### src/rtl/rail_sequencer_pkg.sv
// Shared encodings for the rail sequencer; the CPLD top also uses these for LED decode.
package rail_sequencer_pkg;

  typedef enum logic [2:0] {
    ST_IDLE     = 3'b000,
    ST_RAMP     = 3'b001,
    ST_SETTLE   = 3'b010,
    ST_RUN      = 3'b011,
    ST_SHUTDOWN = 3'b100,
    ST_FAULT    = 3'b101
  } state_e;

  typedef enum logic [1:0] {
    CAUSE_NONE    = 2'b00,
    CAUSE_TIMEOUT = 2'b01,
    CAUSE_PG_LOST = 2'b10
  } cause_e;

  localparam int MAX_RAILS = 8;

  function automatic int clog2(input int n);
    int r;
    r = 0;
    for (int v = n - 1; v > 0; v = v >> 1) r++;
    return r;
  endfunction

  // Lowest set bit wins, so simultaneous pg losses report the lowest rail.
  function automatic logic [2:0] lowest_set(input logic [MAX_RAILS-1:0] v);
    logic [2:0] r;
    r = '0;
    for (int i = MAX_RAILS - 1; i >= 0; i--) begin
      if (v[i]) r = 3'(i);
    end
    return r;
  endfunction

endpackage

### src/rtl/rail_sequencer_pg_sync.sv
// Two-flop synchroniser for a bus of independent asynchronous status bits.
module pg_sync #(
  parameter int WIDTH = 4
) (
  input  logic             clk,
  input  logic             rst_n,
  input  logic [WIDTH-1:0] i_async,
  output logic [WIDTH-1:0] o_sync
);

  genvar gi;
  generate
    for (gi = 0; gi < WIDTH; gi++) begin : g_bit
      logic r_meta;
      logic r_sync;

      always_ff @(posedge clk or negedge rst_n) begin
        if (!rst_n) begin
          r_meta <= 1'b0;
          r_sync <= 1'b0;
        end else begin
          r_meta <= i_async[gi];
          r_sync <= r_meta;
        end
      end

      assign o_sync[gi] = r_sync;
    end
  endgenerate

endmodule

### src/rtl/rail_sequencer.sv
// N-rail power sequencer: ordered power-up with pg timeout and settle,
// reverse-order timed shutdown, and latched fault reporting.
module rail_sequencer
  import rail_sequencer_pkg::*;
#(
  parameter int  NUM_RAILS     = 4,
  parameter int  TIMER_W       = 24,
  parameter int  PG_TIMEOUT    = 20000,
  parameter int  SETTLE_CYCLES = 400,
  parameter int  OFF_DELAY     = 400,
  localparam int FR_W          = clog2(NUM_RAILS)
) (
  input  logic                 sysclk,
  input  logic                 reset_INV,
  input  logic                 enable,
  input  logic                 clear_fault,
  input  logic [NUM_RAILS-1:0] pg,
  output logic [NUM_RAILS-1:0] rail_en,
  output logic                 all_good,
  output logic                 fault,
  output logic [FR_W-1:0]      fault_rail,
  output logic [1:0]           fault_cause,
  output logic [2:0]           state
);

  localparam logic [TIMER_W-1:0] T_PG     = TIMER_W'(PG_TIMEOUT - 1);
  localparam logic [TIMER_W-1:0] T_SETTLE = TIMER_W'(SETTLE_CYCLES - 1);
  localparam logic [TIMER_W-1:0] T_OFF    = TIMER_W'(OFF_DELAY - 1);
  localparam logic [FR_W-1:0]    LAST_IDX = FR_W'(NUM_RAILS - 1);

  state_e               r_state;
  logic [NUM_RAILS-1:0] r_rail_en;
  logic [TIMER_W-1:0]   r_timer;
  logic [FR_W-1:0]      r_idx;
  logic                 r_all_good;
  logic                 r_fault;
  logic [FR_W-1:0]      r_fault_rail;
  cause_e               r_cause;

  logic [NUM_RAILS-1:0] w_pg_s;
  logic [NUM_RAILS-1:0] w_cur;
  logic                 w_cur_pg;
  logic [NUM_RAILS-1:0] w_en_low;
  logic [NUM_RAILS-1:0] w_below_low;
  logic [FR_W-1:0]      w_en_low_idx;
  logic [FR_W-1:0]      w_below_low_idx;
  logic                 w_trip;
  logic [FR_W-1:0]      w_trip_rail;
  cause_e               w_trip_cause;
  logic                 w_stop;

  pg_sync #(.WIDTH(NUM_RAILS)) u_pg_sync (
    .clk     (sysclk),
    .rst_n   (reset_INV),
    .i_async (pg),
    .o_sync  (w_pg_s)
  );

  assign w_cur           = NUM_RAILS'(1) << r_idx;
  assign w_cur_pg        = |(w_pg_s & w_cur);
  assign w_en_low        = r_rail_en & ~w_pg_s;
  assign w_below_low     = w_en_low & ~w_cur;
  assign w_en_low_idx    = FR_W'(lowest_set(MAX_RAILS'(w_en_low)));
  assign w_below_low_idx = FR_W'(lowest_set(MAX_RAILS'(w_below_low)));
  assign w_stop          = !enable &&
                           (r_state == ST_RAMP || r_state == ST_SETTLE || r_state == ST_RUN);

  always_comb begin
    w_trip       = 1'b0;
    w_trip_rail  = '0;
    w_trip_cause = CAUSE_NONE;
    case (r_state)
      ST_RAMP: begin
        if (|w_below_low) begin
          w_trip       = 1'b1;
          w_trip_rail  = w_below_low_idx;
          w_trip_cause = CAUSE_PG_LOST;
        end else if (!w_cur_pg && r_timer == T_PG) begin
          w_trip       = 1'b1;
          w_trip_rail  = r_idx;
          w_trip_cause = CAUSE_TIMEOUT;
        end
      end
      ST_SETTLE, ST_RUN: begin
        if (|w_en_low) begin
          w_trip       = 1'b1;
          w_trip_rail  = w_en_low_idx;
          w_trip_cause = CAUSE_PG_LOST;
        end
      end
      default: ;
    endcase
  end

  always_ff @(posedge sysclk or negedge reset_INV) begin
    if (!reset_INV) begin
      r_state      <= ST_IDLE;
      r_rail_en    <= '0;
      r_timer      <= '0;
      r_idx        <= '0;
      r_all_good   <= 1'b0;
      r_fault      <= 1'b0;
      r_fault_rail <= '0;
      r_cause      <= CAUSE_NONE;
    end else if (w_trip || w_stop) begin
      // Enables are always a contiguous run from rail 0, so a right shift drops the highest rail.
      if (w_trip) begin
        r_fault      <= 1'b1;
        r_fault_rail <= w_trip_rail;
        r_cause      <= w_trip_cause;
      end
      r_state    <= ST_SHUTDOWN;
      r_rail_en  <= r_rail_en >> 1;
      r_timer    <= '0;
      r_all_good <= 1'b0;
    end else begin
      case (r_state)
        ST_IDLE: begin
          if (enable) begin
            r_state   <= ST_RAMP;
            r_idx     <= '0;
            r_rail_en <= NUM_RAILS'(1);
            r_timer   <= '0;
          end
        end
        ST_RAMP: begin
          if (w_cur_pg) begin
            r_state <= ST_SETTLE;
            r_timer <= '0;
          end else begin
            r_timer <= r_timer + TIMER_W'(1);
          end
        end
        ST_SETTLE: begin
          if (r_timer == T_SETTLE) begin
            r_timer <= '0;
            if (r_idx == LAST_IDX) begin
              r_state    <= ST_RUN;
              r_all_good <= 1'b1;
            end else begin
              r_idx     <= r_idx + FR_W'(1);
              r_rail_en <= r_rail_en | (w_cur << 1);
              r_state   <= ST_RAMP;
            end
          end else begin
            r_timer <= r_timer + TIMER_W'(1);
          end
        end
        ST_RUN: ;
        ST_SHUTDOWN: begin
          if (r_rail_en == '0) begin
            r_state <= r_fault ? ST_FAULT : ST_IDLE;
            r_timer <= '0;
          end else if (r_timer == T_OFF) begin
            r_rail_en <= r_rail_en >> 1;
            r_timer   <= '0;
          end else begin
            r_timer <= r_timer + TIMER_W'(1);
          end
        end
        ST_FAULT: begin
          if (clear_fault && !enable) begin
            r_state      <= ST_IDLE;
            r_fault      <= 1'b0;
            r_fault_rail <= '0;
            r_cause      <= CAUSE_NONE;
          end
        end
        default: r_state <= ST_IDLE;
      endcase
    end
  end

  assign rail_en     = r_rail_en;
  assign all_good    = r_all_good;
  assign fault       = r_fault;
  assign fault_rail  = r_fault_rail;
  assign fault_cause = r_cause;
  assign state       = r_state;

endmodule
### config.mk
export PLATFORM = sky130hd
export DESIGN_NAME = rail_sequencer
export DESIGN_NICKNAME = d
export VERILOG_FILES = /design/src/rtl/rail_sequencer_pkg.sv /design/src/rtl/rail_sequencer_pg_sync.sv /design/src/rtl/rail_sequencer.sv
export SDC_FILE = /design/constraint.sdc
export NUM_CORES = 1
export LEC_CHECK = 0
export ABC_CLOCK_PERIOD_IN_PS = 2500
export CAP_MARGIN = 10
export CORE_ASPECT_RATIO = 0.6
export CORE_MARGIN = 8
export CORE_UTILIZATION = 53
export CTS_BUF_LIST = sky130_fd_sc_hd__clkbuf_4 sky130_fd_sc_hd__clkbuf_8 sky130_fd_sc_hd__clkbuf_16
export CTS_CLUSTER_DIAMETER = 120
export DETAILED_ROUTE_END_ITERATION = 12
export HOLD_SLACK_MARGIN = 0.1
export PLACE_DENSITY = 0.76
export SLEW_MARGIN = 20
export SYNTH_ARGS = -nofsm -noshare
export SYNTH_HDL_FRONTEND = slang
export SYNTH_SLANG_ARGS = --single-unit
### constraint.sdc
create_clock -name sysclk -period 2.5 [get_ports sysclk]
set_clock_uncertainty 0.15 [all_clocks]
set_input_delay 0.5 -clock sysclk [delete_from_list [all_inputs] [get_ports sysclk]]
set_output_delay 0.5 -clock sysclk [all_outputs]
set_load 0.02 [all_outputs]
==> out/metrics.csv, run 1 <==
stage,metric,value,unit
run_status,status,finished with violations,
run_status,failing checks,negative setup slack,
route,post-route ant nets,0,
yosys,sequential area share after synthesis,0.4178,
worst_setup_path,cell-by-cell listing of the critical path,or4_4 -> or4_4 -> or3_4 -> o21ai_4 -> nor2b_4 -> a221o_1,
floorplanning,Core Area,0.005080,sq mm
hold_path,HP Class,reg2reg,
layout,Multi-input gate area,0.001720,sq mm
layout,fraction of layout cells with a size suffix above 1,0.3308,
yosys,Async SR Flop Fraction,1.000,
layout,"commonest cells after routing, fill and taps aside","buf_4 (63), dfrtp_1 (47), nand2_1 (35)",
yosys,syn nets,325,
route,wire length per cell,17.99,um
hold_path,hold depth,0,
yosys,ys flop type,dfrtp_1,
pwr,Pwr per Cell Area,828.0,mW/mm^2
worst_setup_path,max incr delay on CP,0.56,ns
yosys,Post-synth EDFFs,0,
clock_tree,CTS root buf,clkbuf_8,
clock_tree,H-tree depth,2,
layout,"Core Util, Final",0.7554,
worst_setup_path,CP dominant cell by count,or4_4,
worst_setup_path,critical path arrival,2.64,ns
floorplanning,Rows,20,
worst_setup_path,"Buf+Inv Stages, Crit Path",0,
route,1st-iter DRT viols,253,
timing,Worst Slack Setup Final,-0.09692,ns
placement,DP HPWL,5.871,mm
clock_tree,clk slew on worst S/H paths,0.10,ns
worst_setup_path,critical-path maximum fanout,4,
clock_tree,later-pin clock latency in the skew report,0.31,ns
timing,Worst Tran Pin Value,0.5306,ns
route,iteration count of the initial detailed-routing pass,5,
floorplanning,die height,72.46,um
worst_setup_path,"CP delay by family, top",simple AND/OR/NAND/NOR gates,
layout,Final nets,405,
yosys,number of synthesis warnings,0,
global_routing,number of global-route vias before repair,2564,
job,max cap viols,0,
worst_setup_path,type of origin of the critical path,flop,
route,drt drc,0,
clock_tree,clk buf depth,2,
worst_setup_path,classification of the worst setup path,reg2reg,
timing,count of final hold-check violations,0,
global_routing,initial antenna violation count,0,
yosys,#FFs+latches synth,47,
layout,"most common cell after layout, fill and taps aside",buf_4,
layout,Fillers,370,
floorplanning,initial core utilization,0.5542,
layout,register area,0.001176,sq mm
yosys,syn_area_per_cell,9.023,sq um
worst_setup_path,CP Depth,6,
worst_setup_path,Critical Path RT,2.55,ns
worst_setup_path,CP max-delay cell,or4_4,
pwr,Max VDD drop,411.8,uV
timing,# setup viols final,15,
route,routed wire length,8.258,mm
worst_setup_path,Worst Setup End Kind,flop,
timing,f_max,385.1,MHz
global_routing,total global-route track usage,0.1975,
layout,ANT cells,0,
global_routing,total gr overflow,0,
route,vias per cell,6.279,
layout,P&R area growth vs syn,36.31,%
worst_setup_path,Worst R2R Path Depth,6,
global_routing,first-pass GRT wire length,12.59,mm
timing,max-slew violations,0,
timing,unrepaired setup endpoints after global routing,true,
clock_tree,CTS buffer count,5,
floorplanning,DIE AREA,0.007977,sq mm
placement,I/O Buffers,20,
route,via count,2882,
placement,Placer Congestion,0.8884,
placement,Place WS,-0.04337,ns
global_routing,largest net degree at the start of global routing,22,
yosys,cells after synthesis,312,
timing,crit path time final,2.597,ns
clock_tree,CTS Sinks,47,
timing,post-route clock period utilization,1.039,
yosys,Netlist cell types,60,
floorplanning,Die Span X,110.1,um
timing,Worst slew margin,0.6430,
pwr,LEAKAGE,1.632,nW
yosys,Mapped Area,0.002815,sq mm
floorplanning,Ports,21,
clock_tree,CTS tree,yes,
synthesized netlist by cell type, drive strengths merged, types with 8 or more instances:
| cell | number | area share |
|---|---|---|
| o21ai | 15 | 0.029 |
| a31oi | 13 | 0.029 |
| dfrtp | 47 | 0.42 |
| nand2b | 11 | 0.024 |
| nor2 | 15 | 0.020 |
| nand3 | 16 | 0.028 |
| clkbuf | 12 | 0.016 |
| a21oi | 19 | 0.034 |
| nand4 | 9 | 0.020 |
| nand2 | 35 | 0.047 |
| and3 | 10 | 0.023 |
| inv | 8 | 0.011 |
| nor3 | 8 | 0.014 |
sequential cells by signal, summed over array words and instances (netlist names):
signal / flops
r_timer: 24
fault: 1
fault_cause: 2
rail_en: 4
all_good: 1
fault_rail: 2
state: 3
u_pg_sync.g_bit.r_meta: 4
r_idx: 2
u_pg_sync.g_bit.r_sync: 4
report_power, final:
group / internal, mW / leakage, nW / switching (mW)
clock: 0.201 / 0.0485 / 0.279
combinational: 0.791 / 0.965 / 0.967
sequential: 0.853 / 0.619 / 0.0859
through the flow:
stage	hold slack [ns]	TNS (ns)	power, mW	instances	instance area (sq um)
after floorplan	0.05441	-0.03088	1.865	312	2848
after global placement	0.1818	-0.07595	2.389	441	3493
after detailed placement	0.1847	-0.1365	2.433	441	3493
after CTS	0.2073	-0.1716	2.961	452	3665
after global routing	0.2154	-1.555	3.361	459	3837
final	0.2055	-0.5083	3.178	459	3837
metal layers:
layer  share of wire  wire [um]  GRT usage  vias up
li1                -          -          -     1332
met1            0.48       3984     0.3036     1406
met2            0.43       3532     0.2747      133
met3           0.082        678    0.04156       11
met4          0.0075         62    0.03377        0
met5               0          0          0        -
cell type report:
cell class                      count  share of cell area
Timing Repair Buffer               89              0.1920
Tap cell                           66             0.02152
Multi-Input combinational cell    241              0.4483
Inverter                            8            0.007825
Clock buffer                        5             0.01793
Sequential cell                    47              0.3065
Clock inverter                      3            0.005869
cells by family (layout without fill, tap and decap cells):
| kind of cell | Yosys count | count (layout) | share of synthesized area |
|---|---|---|---|
| flip-flops | 47 | 47 | 0.4178 |
| AND/OR/NAND/NOR | 140 | 140 | 0.2760 |
| AO/OA/AOI/OAI | 92 | 92 | 0.2311 |
| XOR/XNOR | 1 | 1 | 0.003112 |
| adder cells (fa/ha/maj) | 5 | 5 | 0.02222 |
| buffers and inverters | 24 | 105 | 0.03822 |
| multiplexers | 3 | 3 | 0.01156 |
final timing paths:
check                                     startpoint                        end  slack (ns)
max                                       r_timer[5]              fault_rail[1]        -0.1
min                        u_pg_sync.g_bit[0].r_meta  u_pg_sync.g_bit[0].r_sync        0.21
max reg2reg                               r_timer[5]              fault_rail[1]        -0.1
min reg2reg                u_pg_sync.g_bit[0].r_meta  u_pg_sync.g_bit[0].r_sync        0.21
max in group asynchronous                  reset_INV                 rail_en[0]        1.22
min in group asynchronous                  reset_INV                 r_timer[0]        0.43
what timing repair did:
item	in CTS	in global routing
pin swaps	3	8
hold endpoints to repair	9	0
cloned	0	2
resized for setup	13	33
endpoints found under the setup margin	14	35
setup buffers	2	5
hold buffers	1	0
No activity file was read; power rests on OpenSTA's default activity.
==> inputs of run 2 (changes only) <==
--- a/config.mk
+++ b/config.mk
@@ -8,7 +8,6 @@
 export ABC_CLOCK_PERIOD_IN_PS = 2500
 export CAP_MARGIN = 10
 export CORE_ASPECT_RATIO = 0.6
-export CORE_MARGIN = 8
 export CORE_UTILIZATION = 53
 export CTS_BUF_LIST = sky130_fd_sc_hd__clkbuf_4 sky130_fd_sc_hd__clkbuf_8 sky130_fd_sc_hd__clkbuf_16
 export CTS_CLUSTER_DIAMETER = 120
==> out/metrics.csv, run 2 (synthesized netlist as in run 1, its figures left out) <==
stage,metric,value,unit,change
run_status,status,finished with violations,,
run_status,failing checks,negative setup slack,,
pwr,LEAKAGE,1.631,nW,about the same
clock_tree,H-tree depth,2,,unchanged
timing,max-slew violations,0,,unchanged
worst_setup_path,Critical Path RT,2.61,ns,+0.06 ns
floorplanning,die height,58.46,um,-19%
pwr,Max VDD drop,497.9,uV,+21%
timing,unrepaired setup endpoints after global routing,true,,
placement,dpl cells,441,,unchanged
pwr,Comb power frac,0.575,,+0.022
worst_setup_path,"Buf+Inv Stages, Crit Path",2,,+2
layout,"commonest cells after routing, fill and taps aside","buf_4 (59), dfrtp_1 (46), nand2_1 (35)",,
route,wire length per cell,18.61,um,+3.4%
route,drt drc,0,,unchanged
floorplanning,Ports,21,,unchanged
global_routing,initial antenna violation count,0,,unchanged
layout,Biggest register,r_timer,,
pwr,Net Sw Frac,0.4207,,+0.001466
clock_tree,CTS root buf,clkbuf_8,,
worst_setup_path,Worst Setup End Kind,flop,,
worst_setup_path,critical-path maximum fanout,6,,+2
timing,Worst Tran Pin Value,0.6003,ns,+0.06964 ns
placement,I/O Buffers,20,,unchanged
worst_setup_path,CP max-delay cell,dfrtp_2,,
pwr,Reg power frac,0.279,,-0.017
worst_setup_path,type of origin of the critical path,flop,,
layout,P&R area growth vs syn,38.76,%,
worst_setup_path,flop-to-flop setup slack,-0.02,ns,+0.07 ns
pwr,total power,3.368,mW,+6.0%
global_routing,total global-route track usage,0.3037,,+0.1063
pwr,NetSw,1.417,mW,+6.4%
worst_setup_path,Worst R2R Path Depth,9,,+3
global_routing,largest net degree at the start of global routing,48,,+120%
route,routed wire length,8.504,mm,+3.0%
placement,Placer Congestion,0.8878,,about the same
route,iteration count of the initial detailed-routing pass,5,,unchanged
global_routing,total gr overflow,0,,unchanged
worst_setup_path,"CP delay by family, top",simple AND/OR/NAND/NOR gates,,
worst_setup_path,Critical R2R Launch,r_idx[0],,
layout,post-route cell area,0.003906,sq mm,+1.8%
floorplanning,Die Span X,96.09,um,-13%
clock_tree,hold_buf cts,0,,-1
timing,# setup viols final,3,,-12
worst_setup_path,R2R Path End,r_timer[18],,
floorplanning,Rows,20,,unchanged
clock_tree,later-pin clock latency in the skew report,0.32,ns,about the same
layout,fraction of layout cells with a size suffix above 1,0.3453,,+0.01448
timing,Worst slew margin,0.5998,,-0.04317
layout,"most common cell after layout, fill and taps aside",buf_4,,
global_routing,number of global-route vias before repair,2488,,-3.0%
layout,Final nets,403,,-0.49%
route,vias per cell,6.422,,+2.3%
worst_setup_path,CP Launch Point,r_idx[0],,
placement,DP HPWL,5.767,mm,-1.8%
layout,max reg flops,24,,unchanged
global_routing,first-pass GRT wire length,12.64,mm,+0.44%
pwr,Int Power,1.951,mW,+5.7%
layout,Final Non-Filler Cells,457,,-0.44%
timing,crit path time final,2.524,ns,-0.07336 ns
floorplanning,Core Area,0.005080,sq mm,unchanged
floorplanning,initial core utilization,0.5542,,unchanged
route,via count,2935,,+1.8%
placement,dpl cell area,0.003493,sq mm,unchanged
layout,ANT cells,0,,unchanged
floorplanning,DIE AREA,0.005617,sq mm,-30%
clock_tree,clk slew on worst S/H paths,0.09,ns,about the same
worst_setup_path,cell-by-cell listing of the critical path,inv_2 -> ha_2 -> nor3b_1 -> nor4_2 -> buf_4 -> and3_4 -> o22a_4 -> or3b_2 -> nand3_1,,
timing,f_max,396.3,MHz,+2.9%
clock_tree,CTS buffer count,5,,unchanged
clock_tree,clk buf depth,2,,unchanged
worst_setup_path,classification of the worst setup path,reg2reg,,
route,1st-iter DRT viols,268,,+5.9%
clock_tree,CTS tree,yes,,
timing,Worst Slack Setup Final,-0.02356,ns,+0.07336 ns
timing,post-route clock period utilization,1.009,,-0.02934
worst_setup_path,max incr delay on CP,0.46,ns,-0.10 ns
clock_tree,CTS Sinks,47,,unchanged
pwr,Pwr per Cell Area,862.2,mW/mm^2,+4.1%
pwr,Clk pwr share,0.146,,-0.005
timing,Fin Hold WS,0.1128,ns,-0.09268 ns
hold_path,HP Class,in2async,,
timing,count of final hold-check violations,0,,unchanged
worst_setup_path,critical path arrival,2.63,ns,about the same
route,post-route ant nets,0,,unchanged
job,max cap viols,0,,unchanged
## run 2: changes by cell type in the layout (fill, tap and decap cells not counted), sizes merged
cell	previous run	this run
buf	69	66
clkinv	2	0
clkinvlp	0	2
clkbuf	5	6
dlygate4sd3	1	0
o22a	2	3
## run 2: routing by layer
metal,global-route usage,share of wire
met5,0,0
met4,0.08955,0.0099
met3,0.05943,0.083
met2,0.4134,0.42
met1,0.4825,0.49
## run 2: worst register-to-register path: stages (launching register included)
cell and delay (ns):
dfrtp_2 0.46, inv_2 0.10, ha_2 0.20, nor3b_1 0.06
nor4_2 0.28, buf_4 0.21, and3_4 0.23, o22a_4 0.23
or3b_2 0.46, nand3_1 0.09
## run 2: what timing repair did
action                                 4_1_cts  5_1_grt
gates cloned                                 1        1
buffers inserted                             4        2
setup endpoints to repair                   25       32
pin swaps                                    3        8
gates resized for setup                     17       40
endpoints found under the hold margin        0        0
## run 2: how the worst max path moves through the flow
stage               slack [ns]  depth (start not counted)             to
floorplan                -0.01                          8    r_timer[13]
global placement         -0.08                         10     rail_en[1]
detailed placement       -0.13                          9       r_idx[0]
CTS                      -0.02                          6  fault_rail[1]
global route              -0.1                          9    r_timer[18]
finish                   -0.02                          9    r_timer[18]
## run 2: final cells by class
type	count	area, sq um
clock buffer	5	68.82
clock inverter	3	23.77
fill	342	1174
inverter	8	30.03
multi-input combinational	242	1780
sequential	47	1177
tap	66	82.58
timing repair buffer	86	743.2
## run 2: power groups by stage
stage / Sequential [mW] / Combinational, mW / Clock, mW
after floorplan: 1.01 / 0.853 / 0
after global placement: 0.945 / 1.48 / 0
after detailed placement: 0.950 / 1.52 / 0
after CTS: 0.937 / 1.64 / 0.500
after global routing: 0.951 / 2.04 / 0.528
final: 0.940 / 1.94 / 0.491
## run 2: through the flow
step / setup slack, ns / util / TNS (ns)
after detailed placement: -0.1339 / 0.6877 / -0.7007
after global routing: -0.09596 / 0.7690 / -0.9577
after CTS: -0.01661 / 0.7288 / -0.02580
final: -0.02356 / 0.7690 / -0.03664
after global placement: -0.08101 / 0.6877 / -0.2525
after floorplan: -0.01352 / - / -0.03088
